--- src/rtl/controle_exibe_sequencia.sv ---
// Playback sequencer: walks the address counter from 0 to the limit, lighting the LEDs
// for T_ON cycles and darkening them for T_OFF cycles per address.
// Optional pause input enabled by defining CONTROLE_EXIBE_PAUSA_EN.
module controle_exibe_sequencia #(
    parameter int unsigned T_ON    = 1000,
    parameter int unsigned T_OFF   = 500,
    parameter int unsigned TIMER_W = 11
) (
    input  logic       clock,
    input  logic       reset,
    input  logic       iniciar,
    input  logic       abortar,
`ifdef CONTROLE_EXIBE_PAUSA_EN
    input  logic       pausa,
`endif
    input  logic       enderecoIgualLimite,
    output logic       zeraE,
    output logic       contaE,
    output logic       leds_ativos,
    output logic       ocupado,
    output logic       fim,
    output logic [3:0] db_estado
);

    typedef enum logic [3:0] {
        StOcioso        = 4'd0,
        StPrepara       = 4'd1,
        StAcende        = 4'd2,
        StApaga         = 4'd3,
        StProximo       = 4'd4,
        StFinalExibicao = 4'd5
    } estado_e;

    localparam logic [TIMER_W-1:0] TonLast  = TIMER_W'(T_ON - 1);
    localparam logic [TIMER_W-1:0] ToffLast = TIMER_W'(T_OFF - 1);

    estado_e              r_estado;
    estado_e              w_estado_d;
    logic [TIMER_W-1:0]   r_timer;
    logic [TIMER_W-1:0]   w_timer_d;
    logic                 w_pausa;

`ifdef CONTROLE_EXIBE_PAUSA_EN
    assign w_pausa = pausa;
`else
    assign w_pausa = 1'b0;
`endif

    always_ff @(posedge clock or negedge reset) begin
        if (!reset) begin
            r_estado <= StOcioso;
            r_timer  <= '0;
        end else begin
            r_estado <= w_estado_d;
            r_timer  <= w_timer_d;
        end
    end

    // Next state and timer; the timer is cleared everywhere except while counting.
    always_comb begin
        w_estado_d = r_estado;
        w_timer_d  = '0;
        case (r_estado)
            StOcioso: begin
                if (iniciar) w_estado_d = StPrepara;
            end
            StPrepara: begin
                w_estado_d = StAcende;
            end
            StAcende: begin
                if (w_pausa) begin
                    w_timer_d = r_timer;
                end else if (r_timer == TonLast) begin
                    w_estado_d = StApaga;
                end else begin
                    w_timer_d = r_timer + 1'b1;
                end
            end
            StApaga: begin
                if (w_pausa) begin
                    w_timer_d = r_timer;
                end else if (r_timer == ToffLast) begin
                    w_estado_d = enderecoIgualLimite ? StFinalExibicao : StProximo;
                end else begin
                    w_timer_d = r_timer + 1'b1;
                end
            end
            StProximo: begin
                w_estado_d = StAcende;
            end
            StFinalExibicao: begin
                w_estado_d = StOcioso;
            end
            default: begin
                w_estado_d = StOcioso;
            end
        endcase

        // Cancel wins over everything, pause included; it is inert when already idle.
        if (abortar && (r_estado != StOcioso)) begin
            w_estado_d = StOcioso;
            w_timer_d  = '0;
        end
    end

    // Moore outputs decoded from the registered state only.
    always_comb begin
        zeraE       = 1'b0;
        contaE      = 1'b0;
        leds_ativos = 1'b0;
        ocupado     = 1'b0;
        fim         = 1'b0;
        db_estado   = 4'hF;
        case (r_estado)
            StOcioso: begin
                db_estado = 4'd0;
            end
            StPrepara: begin
                zeraE     = 1'b1;
                ocupado   = 1'b1;
                db_estado = 4'd1;
            end
            StAcende: begin
                leds_ativos = 1'b1;
                ocupado     = 1'b1;
                db_estado   = 4'd2;
            end
            StApaga: begin
                ocupado   = 1'b1;
                db_estado = 4'd3;
            end
            StProximo: begin
                contaE    = 1'b1;
                ocupado   = 1'b1;
                db_estado = 4'd4;
            end
            StFinalExibicao: begin
                fim       = 1'b1;
                ocupado   = 1'b1;
                db_estado = 4'd5;
            end
            default: begin
                db_estado = 4'hF;
            end
        endcase
    end

endmodule

--- config.mk ---
export PLATFORM = sky130hd
export DESIGN_NAME = controle_exibe_sequencia
export DESIGN_NICKNAME = d
export VERILOG_FILES = /design/src/rtl/controle_exibe_sequencia.sv
export SDC_FILE = /design/constraint.sdc
export NUM_CORES = 1
export LEC_CHECK = 0
export CORE_MARGIN = 5
export CORE_UTILIZATION = 45
export DETAILED_ROUTE_END_ITERATION = 7
export PLACE_DENSITY = 0.71
export REMOVE_ABC_BUFFERS = 1
export SKIP_CTS_REPAIR_TIMING = 1
export SYNTH_ARGS = -nofsm -noshare
export SYNTH_HDL_FRONTEND = slang
export SYNTH_SLANG_ARGS = --single-unit
export TNS_END_PERCENT = 50
--- constraint.sdc ---
create_clock -name clock -period 1.8 [get_ports clock]
set_input_delay 0.18 -clock clock [delete_from_list [all_inputs] [get_ports clock]]
set_output_delay 0.18 -clock clock [all_outputs]
set_load 0.01 [all_outputs]
# [Yosys cells after proc, flatten, opt, wreduce, memory -nomap -nowiden]
# Index checks and enable logic that the tools add are counted.
[word_totals] in_bits=5 register_bits=15
[op_classes] mux=16 n_eq_ne=10 reduce_logical=6 addsub=1
[op_table] cell="11-bit two-way mux" count=3
[op_table] cell="4-bit case mux with 6 select lines" count=1
[op_table] cell="11-bit case mux with 2 select lines" count=1
[op_table] cell="4-bit two-way mux" count=4
[op_table] cell="4-bit case mux with 4 select lines" count=1
[op_table] cell="11-bit by 1-bit adder with 11-bit output, second input constant" count=1
[op_table] cell="11-bit by 10-bit equality test with 1-bit output, second input constant" count=1
[op_table] cell="11-bit by 9-bit equality test with 1-bit output, second input constant" count=1
[op_table] cell="3-bit inequality test, second input constant" count=3
[op_table] cell="4-bit by 2-bit equality test with 1-bit output, second input constant" count=2
[op_table] cell="4-bit by 3-bit equality test with 1-bit output, second input constant" count=2
[op_table] cell="1-bit two-way mux" count=6
[op_table] cell="5-bit OR reduction" count=1
[op_table] cell="4-bit by 1-bit equality test with 1-bit output, second input constant" count=1
[op_table] cell="4-bit logical NOT" count=1
[op_table] cell="4-bit nonzero test" count=1
[op_table] cell="3-bit AND reduction" count=1
[op_table] cell="2-bit OR reduction" count=1
[op_table] cell="1-bit logical AND" count=1

# [Depth between registers and ports, before layout]
[logic_depth] depth_word=4 depth_mapped=6 ltp_nobuf=5

# [Worst setup path after synthesis]
# Ideal clock, no wire load.
[synth_timing] kind="reg-to-reg" startpoint="register r_timer[0]" endpoint="register r_timer[3]" n_path_buf=1 t_required_ns=1.682 setup_time_ns=0.118 setup_slack_ns=0.360 stages_incl_launch_ff=7 t_arrival_ns=1.322 path_cell_list="dfrtp_1 -> ha_1 -> and4bb_2 -> nand2_1 -> o21bai_4 -> buf_6 -> nor2_1"
[synth_between] elab_chain_len=4 word_cells_on_any_way=7 classes_between="add/sub (1); eq/ne (2); mux (4)"
[synth_lines] item="from (decl)" line="39" source="logic [TIMER_W-1:0] r_timer;"
[synth_lines] item="from (signal assigned)" line="55" source="r_timer <= w_timer_d;"
[synth_lines] item="11-bit by 1-bit adder with 11-bit output, or another cell as far along" line="76, 85"
[synth_lines] item="11-bit two-way mux, on equally long branches" line="82, 73"
[synth_lines] item="11-bit case mux with 2 select lines (*)" line="63" source="case (r_estado)"
[synth_lines] item="11-bit two-way mux (*)" line="100" source="if (abortar && (r_estado != StOcioso)) begin"
[synth_lines] item="net w_timer_d[3]" line="40" source="logic [TIMER_W-1:0] w_timer_d;"
# The timed path passes the listed nets; every way through them passes the cells marked *.
# A chain may end at the register's enable or synchronous reset.

# [Worst setup path after layout]
[layout_timing] startpoint="register r_estado[2]" endpoint="output port zeraE"
[layout_between] elab_chain_len=2
[layout_lines] item="from (decl)" line="37" source="estado_e r_estado;"
[layout_lines] item="from (signal assigned)" line="51" source="r_estado <= StOcioso;"
[layout_lines] item="from (signal assigned)" line="54" source="r_estado <= w_estado_d;"
[layout_lines] item="4-bit by 1-bit equality test with 1-bit output" line="114" source="case (r_estado)"
[layout_lines] item="1-bit two-way mux" line="114"
[layout_lines] item="to (decl)" line="17" source="output logic zeraE,"
# No other way between the ends.

==> results.json <==
{
  "maxCapViolations": 0,
  "finalWirelength_microns": 1640,
  "synthCells": 83,
  "status": "completed",
  "setup_slack_ns": 0.116,
  "start_util_pct": 46.9,
  "postSynthAreaPerCell_sq_um": 9.65,
  "final_cell_mix": "nor2_1 (14), dfrtp_1 (11), xor2_1 (8), clkdlybuf4s50_1 (8)",
  "wl_met3_microns": 75,
  "max_freq_mhz": 594,
  "dp_slack_ns": 0.197,
  "synthTopCellsByArea": "dfrtp_1 (44%), xor2_1 (8.8%), nor2_1 (7.0%), and4bb_2 (3.1%), nand4_1 (3.1%)",
  "ys.flop_type": "dfrtp_1",
  "clk_pin_slew_ns": 0.08,
  "worstMarginPinSlew_ns": 0.614,
  "seqPwrFrac_pct": 40.6,
  "n_antenna_cell": 0,
  "wl_met2_microns": 813,
  "rows": 15,
  "grt_max_degree": 15,
  "numClockSinks": 14,
  "yosys.area.top_type_share_pct": 43.8,
  "dp_hpwl_microns": 1110,
  "netSwitchingPower_mw": 0.268,
  "power.density_nw_per_um2": 883,
  "yosysWarnings": 0,
  "leakage_nw": 0.532,
  "swShare_pct": 29.3,
  "coreArea_sq_um": 1710,
  "synthToLayoutAreaGrowth_pct": 29.2,
  "crit_arrival_ns": 1.50,
  "whs_ns": 0.289,
  "finalClockSkew_ns": 0.00392,
  "endpoint_kind": "output port",
  "irDropWorstVdd_uv": 522,
  "synth_area_leader_cell": "dfrtp_1",
  "grt_first_pass_wirelength_microns": 2690,
  "maxSlewViolCount": 0,
  "vias": 651,
  "wl_per_cell_microns": 13.0,
  "period_share_pct": 93.5,
  "p_clk_share_pct": 23.9,
  "drive_gt1_share_pct": 20.8,
  "required_ns": 1.62,
  "rsz0062_at_grt": "false",
  "hold_class": "input pin to async pin",
  "antenna_found_initial": 0,
  "setup_viol": 0,
  "die_y_microns": 52.2,
  "post-route-util_pct": 60.6,
  "slew_headroom_pct": 58.9,
  "io_pins": 14,
  "grt_use_total_pct": 13.0,
  "internal_power_mw": 0.645,
  "syn_area_sq_um": 801,
  "num-nets-final": 108,
  "drt_iter0_markers": 13,
  "portBuffers": 13,
  "synth-seq-cells": 14,
  "critPathKind": "register to output port",
  "htreeDepth": 1,
  "async_flop_share_pct": 100,
  "combPwrFrac_pct": 35.5,
  "cts_tree": "done",
  "viasPerCell": 5.17,
  "cts_buffers": 3,
  "cts_buffer_depth": 2,
  "dieArea_sq_um": 2720,
  "topRoutingLayerUsed": "met4",
  "post-route-min-period_ns": 1.68,
  "drc": 0,
  "wl_met1_microns": 741,
  "finalHoldViolations": 0,
  "synth_cell_types": 33,
  "place_congestion": 0.726,
  "synth_edf_count": 0,
  "drtAntennaViolNets": 0,
  "worstSkewPairLatency_ns": 0.27,
  "critPathMaxFanout": 7,
  "grt_pass1_vias": 618,
  "start_kind": "register",
  "firstDrtPassIters": 2,
  "cts_root_buffer": "clkbuf_4",
  "dieWidth_microns": 52.2,
  "synth.yosys.seq_area_share_pct": 43.8,
  "grt.overflow.total": 0,
  "final_common_cell": "nor2_1"
}
==> Yosys cell counts, drive strengths merged, types with 3 or more instances <==
master,number
xor2,8
nand2,3
buf,3
nand4,4
nand3,3
nor2,15
and3,3
dfrtp,14
nor3,4
==> per-layer routing <==
metal  track usage (%)  vias up
met1              16.2      315
met3              2.56        2
met4              5.11        0
li1                  -      321
met5                 0        -
met2              22.0       13
==> state kept, by name, summed over array words and instances (netlist names) <==
signal and flops:
r_timer 11, r_estado 3
==> power groups by stage <==
| stage | sequential [mW] | clock (mW) | combinational (mW) |
|---|---|---|---|
| finish | 0.371 | 0.218 | 0.324 |
| floorplan | 0.376 | 0 | 0.138 |
| global placement | 0.382 | 0 | 0.257 |
| global route | 0.376 | 0.247 | 0.359 |
| detailed placement | 0.384 | 0 | 0.257 |
| CTS | 0.378 | 0.228 | 0.258 |
==> worst paths after layout <==
path / start / end / slack (ns) / cells past startpoint
setup reg to reg: r_timer[0] / r_timer[8] / 0.24 / 5
hold reg to reg: r_timer[0] / r_timer[0] / 0.55 / 1
max in group asynchronous: reset / r_estado[0] / 1.08 / 1
min in group clock: abortar / r_estado[1] / 0.51 / 2
setup / recovery: r_estado[2] / zeraE / 0.12 / 2
hold / removal: reset / r_timer[3] / 0.29 / 1
==> logic make-up after synthesis <==
| family | Yosys count | share of synthesized area (%) |
|---|---|---|
| DFF | 14 | 43.8 |
| AOI/OAI and AO/OA | 7 | 7.66 |
| xor gates and xnor gates | 9 | 9.84 |
| adders and majority gates | 1 | 1.56 |
| buffers and inverters | 8 | 5.94 |
| and+or+nand+nor | 44 | 31.2 |
==> through the flow <==
stage | cell area [sq um] | setup TNS [ns] | power, mW | cells
6_report | 1030 | 0 | 0.913 | 126
3_5_place_dp | 930 | 0 | 0.641 | 116
3_3_place_gp | 930 | 0 | 0.639 | 116
5_1_grt | 1030 | 0 | 0.983 | 126
4_1_cts | 966 | -0.265 | 0.864 | 120
2_1_floorplan | 761 | 0 | 0.515 | 77
==> critical path: stages, from the launching register on <==
cell	delay, ns
dfrtp_2	0.45
nor3b_1	0.22
clkdlybuf4s50_1	0.57
==> area by class of cell <==
type | instances | area (sq um)
Clock buffer | 4 | 36.3
Fill cell | 148 | 673
Inverter | 2 | 7.51
Multi-Input combinational cell | 61 | 405
Sequential cell | 14 | 354
Tap cell | 25 | 31.3
Timing Repair Buffer | 20 | 200
(Power assumes the default switching activity.)
